[src/rtl/mem_rr_arbiter.sv]
// Round-robin arbiter sharing one single-port synchronous memory.
// Writes finish at the grant edge; reads return data two cycles after grant.
module mem_rr_arbiter #(
    parameter int NUM_REQ = 4,
    parameter int ADDR_W  = 8,
    parameter int DATA_W  = 8
) (
    input  logic                      clk,
    input  logic                      rst_n,
    input  logic [NUM_REQ-1:0]        req,
    input  logic [NUM_REQ-1:0]        req_we,
    input  logic [NUM_REQ*ADDR_W-1:0] req_addr,
    input  logic [NUM_REQ*DATA_W-1:0] req_wdata,
    output logic [NUM_REQ-1:0]        gnt,
    output logic [NUM_REQ-1:0]        rvalid,
    output logic [DATA_W-1:0]         rdata,
    output logic                      busy,
    output logic                      mem_en,
    output logic                      mem_we,
    output logic [ADDR_W-1:0]         mem_addr,
    output logic [DATA_W-1:0]         mem_wdata,
    input  logic [DATA_W-1:0]         mem_rdata
);

    localparam int IDX_W = $clog2(NUM_REQ);
    localparam logic [NUM_REQ-1:0] ONE = {{(NUM_REQ-1){1'b0}}, 1'b1};

    typedef enum logic {
        IDLE,
        RD_WAIT
    } state_t;

    state_t           state;
    state_t           state_nxt;
    logic [IDX_W-1:0] prio;
    logic [IDX_W-1:0] owner;
    logic [IDX_W-1:0] win;
    logic [IDX_W-1:0] cand;
    logic             found;
    logic             issue;

    // First set request bit at or above the priority pointer, wrapping.
    always_comb begin
        found = 1'b0;
        win   = '0;
        cand  = '0;
        for (int k = 0; k < NUM_REQ; k++) begin
            cand = IDX_W'((int'(prio) + k) % NUM_REQ);
            if (!found && req[cand]) begin
                found = 1'b1;
                win   = cand;
            end
        end
    end

    // Gated by rst_n so outputs drop to zero the moment reset asserts.
    assign issue = rst_n && (state == IDLE) && found;

    always_comb begin
        gnt       = '0;
        mem_en    = 1'b0;
        mem_we    = 1'b0;
        mem_addr  = '0;
        mem_wdata = '0;
        if (issue) begin
            gnt       = ONE << win;
            mem_en    = 1'b1;
            mem_we    = req_we[win];
            mem_addr  = req_addr[win*ADDR_W +: ADDR_W];
            mem_wdata = req_wdata[win*DATA_W +: DATA_W];
        end
    end

    assign busy = (state != IDLE);

    always_comb begin
        state_nxt = state;
        unique case (state)
            IDLE: begin
                if (issue && !req_we[win]) begin
                    state_nxt = RD_WAIT;
                end
            end
            RD_WAIT: state_nxt = IDLE;
            default: state_nxt = IDLE;
        endcase
    end

    always_ff @(posedge clk or negedge rst_n) begin
        if (!rst_n) begin
            state <= IDLE;
        end else begin
            state <= state_nxt;
        end
    end

    always_ff @(posedge clk or negedge rst_n) begin
        if (!rst_n) begin
            prio   <= '0;
            owner  <= '0;
            rvalid <= '0;
            rdata  <= '0;
        end else begin
            rvalid <= '0;
            if (issue) begin
                prio  <= (win == IDX_W'(NUM_REQ - 1)) ? '0 : win + 1'b1;
                owner <= win;
            end
            if (state == RD_WAIT) begin
                rdata  <= mem_rdata;
                rvalid <= ONE << owner;
            end
        end
    end

endmodule

[config.mk]
export PLATFORM = sky130hd
export DESIGN_NAME = mem_rr_arbiter
export DESIGN_NICKNAME = d
export VERILOG_FILES = /design/src/rtl/mem_rr_arbiter.sv
export SDC_FILE = /design/constraint.sdc
export NUM_CORES = 1
export LEC_CHECK = 0
export ABC_AREA = 1
export ABC_CLOCK_PERIOD_IN_PS = 2200
export BUFFER_PORTS_ARGS = -buffer_cell sky130_fd_sc_hd__buf_2
export CORE_ASPECT_RATIO = 0.6
export CORE_MARGIN = 2
export CORE_UTILIZATION = 39
export CTS_BUF_LIST = sky130_fd_sc_hd__clkbuf_16
export CTS_CLUSTER_SIZE = 24
export DETAILED_ROUTE_END_ITERATION = 12
export PLACE_DENSITY = 0.77
export SLEW_MARGIN = 20
export SYNTH_ARGS = -nofsm -noshare
export SYNTH_HDL_FRONTEND = slang
export SYNTH_SLANG_ARGS = --single-unit
[constraint.sdc]
create_clock -name clk -period 2.2 [get_ports clk]
set_clock_uncertainty 0.2 [all_clocks]
set_input_delay 0.22 -clock clk [delete_from_list [all_inputs] [get_ports clk]]
set_output_delay 0.22 -clock clk [all_outputs]
set_load 0.005 [all_outputs]
# Word-level counts from Yosys, hierarchy flattened
# Index checks and enable logic that the tools add are counted.
[totals]
reg_bits = 17
input_bits = 82
out_inout_bits = 35
elab_cells = 57
[classes]
add_sub_neg = 4
order_cmp = 5
n_eq_ne = 1
n_shift = 4
mux = 27
n_bitwise = 1
n_reduce_logical = 10
[ops]
columns = ["op", "count"]
rows = [
  ["$shiftx 32x6->8", 2],
  ["$mux 8", 2],
  ["$lt 2x3->1 const B", 5],
  ["$mux 1", 12],
  ["$bmux 1 s2", 5],
  ["$mux 2", 5],
  ["$mux 4", 2],
  ["$shl 1x2->4 const A", 2],
  ["$logic_and 1x1->1", 6],
  ["$add 2x1->2 const B", 2],
  ["$add 2x2->2 const B", 2],
  ["$logic_not 1->1", 4],
  ["$eq 2x2->1 const B", 1],
  ["$pmux 1 s2", 1],
  ["$not 1->1", 1],
]

# Logic depth before layout (Yosys ltp)
# Gate-level depths: netlist (run 1).
[depth]
depth_word = 18
mapped_depth = 15
ltp_nobuf = 14

# Least setup slack after synthesis (run 1)
# Ideal clock, no wire load.
[synth_timing]
path_type = "reg-to-output"
from = "register prio[0]"
to = "output gnt[2]"
arrival_ps = 1713
required_time_ps = 1780
setup_slack_ps = 67
stages_incl_launch_ff = 13
n_path_buf = 2
cell_sequence = "dfrtp_1 > buf_6 > nand2_1 > nand3_2 > nand2_4 > nor2_1 > nor2_1 > nand2_4 > nand2_4 > buf_2 > ha_1 > inv_1 > nor2_1"
[synth_via]
elab_chain_cells = 14
elab_cells_between_ends = 28
cone_classes = "3 x add/sub; 1 x shift; 17 x mux; 7 x reduce/logical"
[synth_rtl]
columns = ["item", "line_no", "text"]
rows = [
  ["from (decl)", "35", "logic [IDX_W-1:0] prio;"],
  ["from (signal assigned)", "106", "prio <= (win == IDX_W'(NUM_REQ - 1)) ? '0 : win + 1'b1;"],
  ["branches (longest 13 deep; another with $add 2x1->2)", "-", ""],
  ["$mux 4 *", "65", "if (issue) begin"],
  ["to (decl)", "14", "output logic [NUM_REQ-1:0] gnt,"],
]
# Mark *: on every way between the ends. The select of a mux whose other input is x is not followed.

# Worst setup path after layout (run 1)
[layout_timing]
from = "register prio[0]"
to = "output mem_addr[3]"
[layout_via]
elab_chain_cells = 14
elab_cells_between_ends = 28
cone_classes = "3 x add/sub; 1 x shift; 17 x mux; 7 x reduce/logical"
[layout_rtl]
columns = ["item", "line_no", "text"]
rows = [
  ["branches (longest 13 deep; another with $add 2x1->2)", "-", ""],
  ["$mux 8 *", "65", ""],
  ["to (decl)", "20", "output logic [ADDR_W-1:0] mem_addr,"],
]
# Marks and branches as above.

==> results of run 1 <==
-- what timing repair did --
action / 4_1_cts / 5_1_grt
endpoints found under the setup margin: 24 / 26
endpoints found under the hold margin: 24 / 0
buffers inserted: 5 / 9
cloned: 2 / 2
pin swaps: 3 / 6
gates resized for setup: 18 / 21
hold buffers: 8 / 0
-- metrics by stage --
step	hold WS, ps	cell area [sq um]	total power [uW]
6_report	7.99	3080	5400
2_1_floorplan	-276	1860	2910
3_3_place_gp	18.1	2620	4030
4_1_cts	6.58	2920	4950
5_1_grt	36.3	3080	5890
3_5_place_dp	6.35	2620	4110
-- flip-flops by register name (all words and copies together), names as in the netlist --
name    cells
rdata       8
rvalid      4
busy        1
owner       2
prio        2
-- routing by layer --
| layer | global-route usage [%] | wire length, um |
|---|---|---|
| met1 | 26.9 | 2790 |
| met2 | 34.7 | 2800 |
| met3 | 1.98 | 369 |
| met4 | 3.99 | 31 |
| met5 | 0 | 0 |
-- where the power goes --
part	internal (uW)	total [uW]	switching (uW)
Sequential	445	545	100
Clock	240	347	107
Combinational	2100	4500	2410
Total	2780	5400	2610
-- worst register-to-register path, stage by stage (launching register included) --
cell and delay (ps):
sky130_fd_sc_hd__dfrtp_2 480, sky130_fd_sc_hd__clkinvlp_4 170, sky130_fd_sc_hd__nand2_2 80, sky130_fd_sc_hd__nand2_2 70, sky130_fd_sc_hd__nand2_2 100, sky130_fd_sc_hd__nand2_4 70
sky130_fd_sc_hd__nor2_8 120, sky130_fd_sc_hd__nand3_4 90, sky130_fd_sc_hd__nand3_1 110, sky130_fd_sc_hd__nand2_2 100, sky130_fd_sc_hd__inv_4 120, sky130_fd_sc_hd__nor2_4 60
sky130_fd_sc_hd__buf_6 130, sky130_fd_sc_hd__buf_4 120, sky130_fd_sc_hd__buf_4 110, sky130_fd_sc_hd__a21oi_1 100
-- path summary, 6_finish.rpt --
kind | start | slack (ps) | cells after the start | end
setup / recovery | prio[0]$_DFFE_PN0P_ | -480 | 14 | mem_addr[3]
hold / removal | mem_rdata[4] | 8 | 3 | rdata[4]$_DFFE_PN0P_
setup reg to reg | prio[0]$_DFFE_PN0P_ | -110 | 15 | owner[1]$_DFFE_PN0P_
hold reg to reg | owner[0]$_DFFE_PN0P_ | 260 | 1 | rvalid[2]$_DFF_PN0_
max in group asynchronous | rst_n | 1300 | 3 | prio[0]$_DFFE_PN0P_
min in group asynchronous | rst_n | 310 | 3 | prio[1]$_DFFE_PN0P_
-- cell usage in the layout, fill, tap and decap left out --
| cell type | count |
|---|---|
| sky130_fd_sc_hd__buf_8 | 3 |
| sky130_fd_sc_hd__buf_2 | 116 |
| sky130_fd_sc_hd__or2_1 | 2 |
| sky130_fd_sc_hd__o21ai_1 | 1 |
| sky130_fd_sc_hd__inv_4 | 2 |
| sky130_fd_sc_hd__clkbuf_16 | 3 |
| sky130_fd_sc_hd__nand2_4 | 6 |
| sky130_fd_sc_hd__ha_1 | 3 |
| sky130_fd_sc_hd__clkinvlp_4 | 1 |
| sky130_fd_sc_hd__nand3_2 | 1 |
| sky130_fd_sc_hd__buf_6 | 5 |
| sky130_fd_sc_hd__o21ai_2 | 1 |
| sky130_fd_sc_hd__nor2_1 | 7 |
| sky130_fd_sc_hd__buf_12 | 4 |
| sky130_fd_sc_hd__nand3_1 | 46 |
| sky130_fd_sc_hd__nand2_2 | 12 |
| sky130_fd_sc_hd__or2_0 | 12 |
| sky130_fd_sc_hd__ha_2 | 1 |
| sky130_fd_sc_hd__o21ai_0 | 1 |
| sky130_fd_sc_hd__nor2_8 | 2 |
| sky130_fd_sc_hd__a21oi_1 | 10 |
| sky130_fd_sc_hd__dlygate4sd3_1 | 8 |
| sky130_fd_sc_hd__buf_4 | 26 |
| sky130_fd_sc_hd__dfrtp_2 | 1 |
| sky130_fd_sc_hd__inv_2 | 3 |
| sky130_fd_sc_hd__inv_1 | 54 |
| sky130_fd_sc_hd__nand3_4 | 2 |
| sky130_fd_sc_hd__nand4_1 | 1 |
| sky130_fd_sc_hd__nand2_8 | 2 |
| sky130_fd_sc_hd__nor2_4 | 3 |
| sky130_fd_sc_hd__nor3_1 | 4 |
| sky130_fd_sc_hd__nand2_1 | 90 |
| sky130_fd_sc_hd__or2_2 | 4 |
| sky130_fd_sc_hd__dfrtp_1 | 16 |
| sky130_fd_sc_hd__nor2_2 | 1 |
| sky130_fd_sc_hd__a21oi_2 | 1 |
| sky130_fd_sc_hd__nand3b_1 | 8 |
-- logic make-up after synthesis --
family	share of synthesized area, %
and+or+nand+nor	54.4
DFF	22.9
adders and majority gates	2.69
AOI/OAI and AO/OA	3.77
buffers and inverters	16.2
-- final cells by class --
class | instances | area [sq um] | area share [%]
Sequential cell | 17 | 427 | 13.8
Clock inverter | 1 | 3.75 | 0.122
Timing Repair inverter | 1 | 7.51 | 0.244
Multi-Input combinational cell | 221 | 1230 | 39.9
Timing Repair Buffer | 162 | 1040 | 33.6
Tap cell | 63 | 78.8 | 2.56
Inverter | 58 | 223 | 7.22
Clock buffer | 3 | 75.1 | 2.44
==> Implementation_results.wiki, run 1 <==
{| class="wikitable"
! Metric !! Value
|-
| YS warnings || 0
|-
| Library cell appearing most often on the critical path || sky130_fd_sc_hd__nand2_2
|-
| X dimension of the die || 93.1 um
|-
| Power density over the cells || 1750 nW/um^2
|-
| Number of flip-flops and latches in the synthesized netlist || 17
|-
| DRT iter0 DRCs || 149
|-
| Part of the Yosys area used for sequential elements || 22.9%
|-
| Worst voltage drop across the vdd grid || 0.982 mV
|-
| Summed instance area of the synthesized netlist || 1860 sq um
|-
| Die Outline Area || 5350 sq um
|-
| Post-route fraction of the period consumed by the critical path || 122%
|-
| Time the worst path needs with I/O delays and setup || 2680 ps
|-
| Number of enable flip-flop cells after synthesis || 0
|-
| Total vias in the final route || 2475
|-
| Number of different library cells in the post-synthesis netlist || 26
|-
| Commonest cells post-synth || sky130_fd_sc_hd__nand2_1 (99), sky130_fd_sc_hd__inv_1 (54), sky130_fd_sc_hd__nand3_1 (46)
|-
| Endpoint type of the worst setup path || output port
|-
| Setup repair after global routing missed its margin || true
|-
| Worst slew pin tran || 336 ps
|-
| Ordered cell list for the critical path || clkinvlp_4 > nand2_2 > nand2_2 > nand2_2 > nand2_4 > nor2_8 > nand3_4 > nand2_4 > nand2_8 > buf_8 > or2_0 > nand3_1 > nand2_1 > buf_2
|-
| Fill count || 374
|-
| Highest attainable clock frequency || 373 MHz
|-
| Leading cell type by number of instances after synthesis || sky130_fd_sc_hd__nand2_1
|-
| Total Negative Setup Slacks || -9760 ps
|-
| Worst Path Class, Setup || reg2out
|-
| Count of non-filler cells in the finished layout || 526
|-
| Via count of the first global-routing pass || 2131
|-
| Count of final max-slew check failures || 0
|-
| Total number of clock tree sinks || 17
|-
| Final setup fails || 25
|-
| Run status || complete, but fails checks
|-
| Nets || 550
|-
| Arrival time reported for the critical path endpoint || 2260 ps
|-
| Final Hold Violating Endpoints || 0
|-
| Worst path slowest cell || sky130_fd_sc_hd__dfrtp_2
|-
| Fraction of synthesis flops using an asynchronous set or reset pin || 100%
|-
| Top-Level Pins || 117
|-
| Clock Pin Slew Worst Setup and Hold Paths || 50 ps
|-
| Ratio of routed vias to standard cells || 4.71
|-
| Total GRT Usage || 19.8%
|-
| Mean cell area of the mapped netlist || 6.07 sq um
|-
| Prevailing post-synth register cell || sky130_fd_sc_hd__dfrtp_1
|-
| Max Fanout on Critical Path || 15
|-
| Global-route wire length before repair || 8830 um
|-
| Die extent in y || 57.5 um
|-
| Largest stage delay, worst path || 480 ps
|-
| Ant. Diodes || 0
|-
| Number of remaining DRC errors || 0
|-
| Initial core utilization || 40.5%
|-
| WL per Instance || 11.4 um
|-
| Antenna violations before repair || 0
|-
| Site row count || 19
|-
| DP HPWL || 4210 um
|-
| Cells after Synth || 306
|-
| Worst min path class || in2reg
|-
| Overflow after GRT || 0
|-
| Proportion of netlist area held by the largest area contributor || 22.9%
|-
| Port Buffer Count || 116
|-
| Post-Route Utilization || 67.2%
|-
| Cell leakage power || 0.00187 uW
|-
| Total wirelength of the detailed-routed design || 5990 um
|-
| Yosys top cell by area || sky130_fd_sc_hd__dfrtp_1
|-
| Largest net degree at the start of global routing || 18
|-
| Syn nets || 392
|-
| RD Place Congestion || 0.789
|-
| Number of buffers created by CTS || 3
|-
| Post-DRT Antenna Nets || 0
|-
| TritonCTS clock tree || done
|-
| Fin worst setup slack || -482 ps
|-
| Clock root buffer master || sky130_fd_sc_hd__clkbuf_16
|-
| Worst-Skew Late Latency || 240 ps
|-
| Biggest area contributors in the synthesized netlist || sky130_fd_sc_hd__dfrtp_1 (23%), sky130_fd_sc_hd__nand2_1 (20%), sky130_fd_sc_hd__nand3_1 (12%)
|-
| Number of H-tree branching levels || 1
|-
| Top Family by Delay on Critical Path || simple AND/OR/NAND/NOR gates
|-
| Sort of element at the start of the critical path || flip-flop
|-
| Worst slew margin relative to its limit || 77.6%
|-
| Data required time of the critical path || 1780 ps
|-
| Violated checks || negative setup slack
|-
| Area added between synthesis and finish || 65.9%
|-
| Maximum root-to-sink buffer count || 2
|-
| DRT Pass-1 Iters || 4
|-
| Layout cells sized above 1 || 43.2%
|-
| Placeable core region || 4590 sq um
|-
| Bufs and invs on worst path || 3
|-
| Minimum setup slack after placement || -280 ps
|-
| Max-cap violation count || 0
|-
| Cell count after placement || 496
|}
No activity file was read; power rests on OpenSTA's default activity.
==> inputs of run 2 (changes only) <==
Settings changed: CORE_UTILIZATION 39 to 40, CTS_BUF_LIST sky130_fd_sc_hd__clkbuf_16 to sky130_fd_sc_hd__clkbuf_8, PLACE_DENSITY 0.77 to 0.79.
==> run 2 against run 1 <==
Compared with the run above: the flow still finishes with violations (negative setup slack); sequential power grew 2%; non-clock buffer count shrank 10; clock power shrank 33%; combinational power shrank 10%; via count shrank 3.4%; hold slack gained 170 ps.
==> Implementation_results.wiki, run 2 (same netlist as run 1, synthesis figures left out) <==
{| class="wikitable"
! Metric !! Value
|-
| Time the worst path needs with I/O delays and setup || 2650 ps
|-
| Count of final max-slew check failures || 0
|-
| Largest net degree at the start of global routing || 23
|-
| Clock root buffer master || sky130_fd_sc_hd__clkbuf_8
|-
| Power density over the cells || 1670 nW/um^2
|-
| RD Place Congestion || 0.878
|-
| Worst slew pin tran || 341 ps
|-
| Fin worst setup slack || -445 ps
|-
| Total number of clock tree sinks || 17
|-
| Post-DRT Antenna Nets || 0
|-
| Die extent in y || 56.8 um
|-
| Max Fanout on Critical Path || 22
|-
| Worst path slowest cell || sky130_fd_sc_hd__dfrtp_2
|-
| Worst min path class || in2reg
|-
| Worst-Skew Late Latency || 250 ps
|-
| Global-route wire length before repair || 9090 um
|-
| Worst slew margin relative to its limit || 77.3%
|-
| Most frequent standard cell in the layout excluding fill and tap cells || sky130_fd_sc_hd__buf_2
|-
| Clock Pin Slew Worst Setup and Hold Paths || 70 ps
|-
| Nets || 539
|-
| Die Outline Area || 5220 sq um
|-
| Number of remaining DRC errors || 0
|-
| Total GRT Usage || 21.1%
|-
| Reg with most FFs || rdata
|-
| Fill count || 424
|-
| Antenna violations before repair || 0
|-
| Worst voltage drop across the vdd grid || 0.902 mV
|-
| Most used cells in the layout excluding fill and tap cells || sky130_fd_sc_hd__buf_2 (116), sky130_fd_sc_hd__nand2_1 (98), sky130_fd_sc_hd__inv_1 (53), sky130_fd_sc_hd__nand3_1 (45), sky130_fd_sc_hd__buf_4 (20)
|-
| Area added between synthesis and finish || 55.1%
|-
| Ratio of routed vias to standard cells || 4.64
|-
| Final setup fails || 24
|-
| Overflow after GRT || 0
|-
| Ordered cell list for the critical path || buf_6 > nand2_2 > nand2_4 > nand2_1 > nand2_1 > nor2_1 > nor2_2 > nand2_4 > nand2_8 > buf_12 > or2_2 > nand3_1 > nand2_1 > buf_2
|-
| Highest attainable clock frequency || 378 MHz
|-
| Final Hold Violating Endpoints || 0
|-
| Site row count || 19
|-
| X dimension of the die || 92.0 um
|-
| Port Buffer Count || 116
|-
| Total wirelength of the detailed-routed design || 5820 um
|-
| Violated checks || negative setup slack
|-
| Cell leakage power || 0.00178 uW
|-
| Library cell appearing most often on the critical path || sky130_fd_sc_hd__nand2_1
|-
| Combined area of the multi-input logic cells || 1180 sq um
|-
| Sort of element at the start of the critical path || flip-flop
|-
| Top-Level Pins || 117
|-
| Number of buffers created by CTS || 3
|-
| Setup repair after global routing missed its margin || true
|-
| Largest register FFs || 8
|-
| Layout cells sized above 1 || 39.8%
|-
| Post-route fraction of the period consumed by the critical path || 120%
|-
| Largest stage delay, worst path || 490 ps
|-
| Minimum hold slack || 178 ps
|-
| Endpoint type of the worst setup path || output port
|-
| DRT iter0 DRCs || 91
|-
| WL per Instance || 11.3 um
|-
| Worst Path Class, Setup || reg2out
|-
| TritonCTS clock tree || done
|-
| Number of H-tree branching levels || 1
|-
| Placeable core region || 4520 sq um
|-
| Maximum root-to-sink buffer count || 2
|-
| Count of non-filler cells in the finished layout || 515
|-
| Largest registers ranked by flip-flop count || rdata (8), rvalid (4)
|-
| Overall power consumption || 4820 uW
|-
| Total vias in the final route || 2392
|-
| Run status || complete, but fails checks
|-
| Minimum setup slack after placement || -237 ps
|-
| Post-Route Utilization || 63.8%
|-
| Arrival time reported for the critical path endpoint || 2230 ps
|-
| DRT Pass-1 Iters || 4
|-
| Initial core utilization || 41.1%
|-
| Data required time of the critical path || 1780 ps
|-
| FF+latch area || 427 sq um
|-
| Max-cap violation count || 0
|-
| Via count of the first global-routing pass || 2183
|-
| Ant. Diodes || 0
|-
| DP HPWL || 4540 um
|-
| Cell count after placement || 497
|}
[run 2: cell types whose count changed in the layout (fill, tap and decap cells not counted), sizes merged]
cell and delta:
buf -11, inv -2, clkinv +3, clkinvlp -1
nand2 -1, dlygate4sd3 +1
[run 2: routing by layer]
metal | routed length [um] | part of all wire [%] | global-route usage, % | up-vias
met4 | 53 | 0.91 | 5.12 | 0
li1 | - | - | - | 1229
met3 | 350 | 6.0 | 2.95 | 8
met2 | 2890 | 50 | 40.1 | 94
met5 | 0 | 0 | 0 | -
met1 | 2530 | 43 | 25.1 | 1061
[run 2: what timing repair did]
action                                 in CTS  in global routing
buffers inserted                            0                  3
pin swaps                                   2                  2
gates cloned                                0                  2
resized for setup                          15                  5
setup endpoints to repair                  27                 27
endpoints found under the hold margin      25                  0
hold buffers                                9                  0
[run 2: final cells by class]
cell class	instances	area share, %
multi-input cells	220	41.0
repair buffers	152	31.8
flip-flops and latches	17	14.8
inverters	58	7.82
well taps	63	2.74
clock buffers	3	1.43
clock inverters	1	0.174
repair inverters	1	0.174
[run 2: through the flow]
step | instance area (sq um) | setup TNS [ps]
2_1_floorplan | 1860 | 0
3_3_place_gp | 2640 | -2300
3_5_place_dp | 2640 | -4320
4_1_cts | 2830 | -8180
5_1_grt | 2880 | -12160
6_report | 2880 | -8570
[run 2: worst paths after layout]
kind	startpoint	slack, ps	depth (start not counted)	endpoint
max reg2reg	prio[0]$_DFFE_PN0P_	-80	13	owner[1]$_DFFE_PN0P_
min in group asynchronous	rst_n	290	3	rvalid[2]$_DFF_PN0_
max in group asynchronous	rst_n	1300	3	prio[0]$_DFFE_PN0P_
min reg2reg	owner[1]$_DFFE_PN0P_	260	1	rvalid[0]$_DFF_PN0_
min	req_we[0]	180	5	busy$_DFF_PN0_
max	prio[0]$_DFFE_PN0P_	-450	14	mem_wdata[3]
[run 2: critical path, delay by kind of cell, from the launching register on]
kind / cells / cell delay [ps]
and+or+nand+nor: 11 / 1060
DFF: 1 / 490
buffers and inverters: 3 / 420
[run 2: power breakdown]
| group | internal (uW) | leakage (uW) | switching, uW |
|---|---|---|---|
| registers | 444 | 0.000213 | 113 |
| logic | 1790 | 0.00154 | 2240 |
| clock network | 126 | 0.0000255 | 107 |
| total | 2360 | 0.00178 | 2460 |
==> inputs of run 3 (changes only) <==
Settings changed: REMOVE_ABC_BUFFERS from default to 1.
==> run 3 against run 2 <==
Compared with the run above: the run still ends with negative setup slack left; combinational power rose by 3%; final area up 1.8%; non-clock buffer count is the same; clock power shrank 3%; worst setup slack better by 5.8 ps; hold slack got worse by 2.8 ps; maximum frequency up 0.22%; register-to-register slack better by 110 ps; core utilization grew 1.2 points; flip-flop and latch count stayed put; critical path depth is the same; wire length decreased by 5.6%; largest power group unchanged.
==> Implementation_results.wiki, run 3 (same netlist as run 1, synthesis figures left out) <==
{| class="wikitable"
! Metric !! Value
|-
| Top-Level Pins || 117
|-
| Sort of element at the start of the critical path || flip-flop
|-
| Run status || complete, but fails checks
|-
| Largest register FFs || 8
|-
| Total wirelength of the detailed-routed design || 5500 um
|-
| Clock Pin Slew Worst Setup and Hold Paths || 60 ps
|-
| Most used cells in the layout excluding fill and tap cells || sky130_fd_sc_hd__buf_2 (115), sky130_fd_sc_hd__nand2_1 (95), sky130_fd_sc_hd__inv_1 (53), sky130_fd_sc_hd__nand3_1 (44), sky130_fd_sc_hd__buf_4 (19)
|-
| Total vias in the final route || 2347
|-
| Final Hold Violating Endpoints || 0
|-
| Clk pwr share || 4.6%
|-
| Ratio of routed vias to standard cells || 4.56
|-
| Via count of the first global-routing pass || 2203
|-
| Proportion of power drawn by flip-flops and latches || 11.3%
|-
| Cell leakage power || 0.00179 uW
|-
| Data required time of the critical path || 1780 ps
|-
| Port Buffer Count || 116
|-
| X dimension of the die || 92.0 um
|-
| Count of non-filler cells in the finished layout || 515
|-
| Setup repair after global routing missed its margin || true
|-
| Worst min path class || in2reg
|-
| DRT iter0 DRCs || 55
|-
| Count of final max-slew check failures || 0
|-
| Largest registers ranked by flip-flop count || rdata (8), rvalid (4)
|-
| Max Fanout on Critical Path || 32
|-
| Die extent in y || 56.8 um
|-
| Die Outline Area || 5220 sq um
|-
| Layout cells sized above 1 || 41.2%
|-
| Maximum root-to-sink buffer count || 2
|-
| Worst Path Class, Setup || reg2out
|-
| Post-route fraction of the period consumed by the critical path || 120%
|-
| Fill count || 436
|-
| Final cell area excluding filler cells || 2930 sq um
|-
| Cell Int Power || 2450 uW
|-
| Reg with most FFs || rdata
|-
| Clock root buffer master || sky130_fd_sc_hd__clkbuf_8
|-
| Post-DRT Antenna Nets || 0
|-
| Total number of clock tree sinks || 17
|-
| Worst slew pin tran || 349 ps
|-
| Cell count after placement || 496
|-
| DP HPWL || 4160 um
|-
| Nets || 539
|-
| Combinational share of power || 84.2%
|-
| Initial core utilization || 41.1%
|-
| Overflow after GRT || 0
|-
| RD Place Congestion || 0.868
|-
| Total GRT Usage || 20.8%
|-
| Antenna violations before repair || 0
|-
| Worst-Skew Late Latency || 240 ps
|-
| Area added between synthesis and finish || 57.9%
|-
| TritonCTS clock tree || done
|-
| Highest attainable clock frequency || 379 MHz
|-
| Most frequent standard cell in the layout excluding fill and tap cells || sky130_fd_sc_hd__buf_2
|-
| Placeable core region || 4520 sq um
|-
| Number of remaining DRC errors || 0
|-
| Worst slew margin relative to its limit || 76.7%
|-
| Site row count || 19
|-
| Time the worst path needs with I/O delays and setup || 2640 ps
|-
| Endpoint type of the worst setup path || output port
|-
| Number of buffers created by CTS || 3
|-
| DRT Pass-1 Iters || 4
|-
| Number of H-tree branching levels || 1
|-
| Cell area after placement || 2640 sq um
|-
| Power density over the cells || 1680 nW/um^2
|-
| Ant. Diodes || 0
|-
| FF+latch area || 427 sq um
|-
| Global-route wire length before repair || 8980 um
|-
| Proportion of total power due to net switching || 50.2%
|-
| Final setup fails || 22
|-
| Violated checks || negative setup slack
|-
| Worst voltage drop across the vdd grid || 0.946 mV
|-
| Max-cap violation count || 0
|-
| Arrival time reported for the critical path endpoint || 2220 ps
|-
| Largest net degree at the start of global routing || 33
|-
| Combined area of the multi-input logic cells || 1210 sq um
|-
| Net load switching power || 2470 uW
|-
| Fin worst setup slack || -440 ps
|-
| WL per Instance || 10.7 um
|}
run 3: final cells by class:
class	count	area share [%]
multi-input combinational	221	41.3
timing repair buffer	152	32.0
sequential	17	14.5
inverter	58	7.85
clock buffer	3	1.41
tap	63	2.69
clock inverter	1	0.171
run 3: power by group through the flow:
stage / Clock [uW] / Sequential [uW] / Combinational (uW)
2_1_floorplan: 0 / 551 / 2100
3_3_place_gp: 0 / 538 / 3630
3_5_place_dp: 0 / 546 / 3730
4_1_cts: 232 / 552 / 4120
5_1_grt: 244 / 572 / 4600
6_report: 224 / 553 / 4140
run 3: critical path, cell delays in order (launching register included):
cell	delay (ps)
sky130_fd_sc_hd__dfrtp_2	490
sky130_fd_sc_hd__buf_6	150
sky130_fd_sc_hd__nand2_1	60
sky130_fd_sc_hd__nand2_1	90
sky130_fd_sc_hd__nand2_1	70
sky130_fd_sc_hd__nand2_1	90
sky130_fd_sc_hd__nor2_2	120
sky130_fd_sc_hd__nor2_2	60
sky130_fd_sc_hd__nand2_4	80
sky130_fd_sc_hd__nand2_4	70
sky130_fd_sc_hd__buf_12	160
sky130_fd_sc_hd__or2_2	290
sky130_fd_sc_hd__nand3_2	80
sky130_fd_sc_hd__nand2_1	40
sky130_fd_sc_hd__buf_2	120
run 3: worst paths after layout:
path	endpoint	cells past startpoint	startpoint	slack (ps)
setup / recovery	mem_wdata[3]	14	prio[0]$_DFFE_PN0P_	-440
hold / removal	busy$_DFF_PN0_	5	req_we[0]	170
setup reg to reg	busy$_DFF_PN0_	12	prio[0]$_DFFE_PN0P_	30
hold reg to reg	rdata[1]$_DFFE_PN0P_	2	rdata[1]$_DFFE_PN0P_	270
max in group asynchronous	prio[0]$_DFFE_PN0P_	3	rst_n	1320
min in group asynchronous	owner[1]$_DFFE_PN0P_	3	rst_n	280
run 3: per-stage QoR:
| step | utilization [%] | hold WS (ps) | setup WS [ps] | power (uW) | setup TNS (ps) |
|---|---|---|---|---|---|
| 6_report | 65.0 | 175 | -440 | 4920 | -7850 |
| 5_1_grt | 65.0 | 210 | -565 | 5410 | -11530 |
| 4_1_cts | 64.8 | 175 | -420 | 4900 | -7490 |
| 3_5_place_dp | 58.5 | 7.58 | -221 | 4270 | -3400 |
| 3_3_place_gp | 58.5 | 15.1 | -139 | 4160 | -2340 |
| 2_1_floorplan | - | -276 | -242 | 2650 | -4290 |
run 3: what timing repair did:
action	in CTS	in global routing
hold endpoints to repair	25	0
hold buffers	9	0
gates resized for setup	27	2
pin swaps	3	0
setup buffers	4	0
gates cloned	2	0
endpoints found under the setup margin	25	25
run 3: per-layer routing:
layer  vias up  routed length, um  part of all wire (%)  GRT usage [%]
met2        76               2690                    49           39.3
met1      1040               2450                    45           25.1
met5         -                  0                     0              0
li1       1227                  -                     -              -
met3         4                324                   5.9           2.68
met4         0                 29                  0.53           5.12
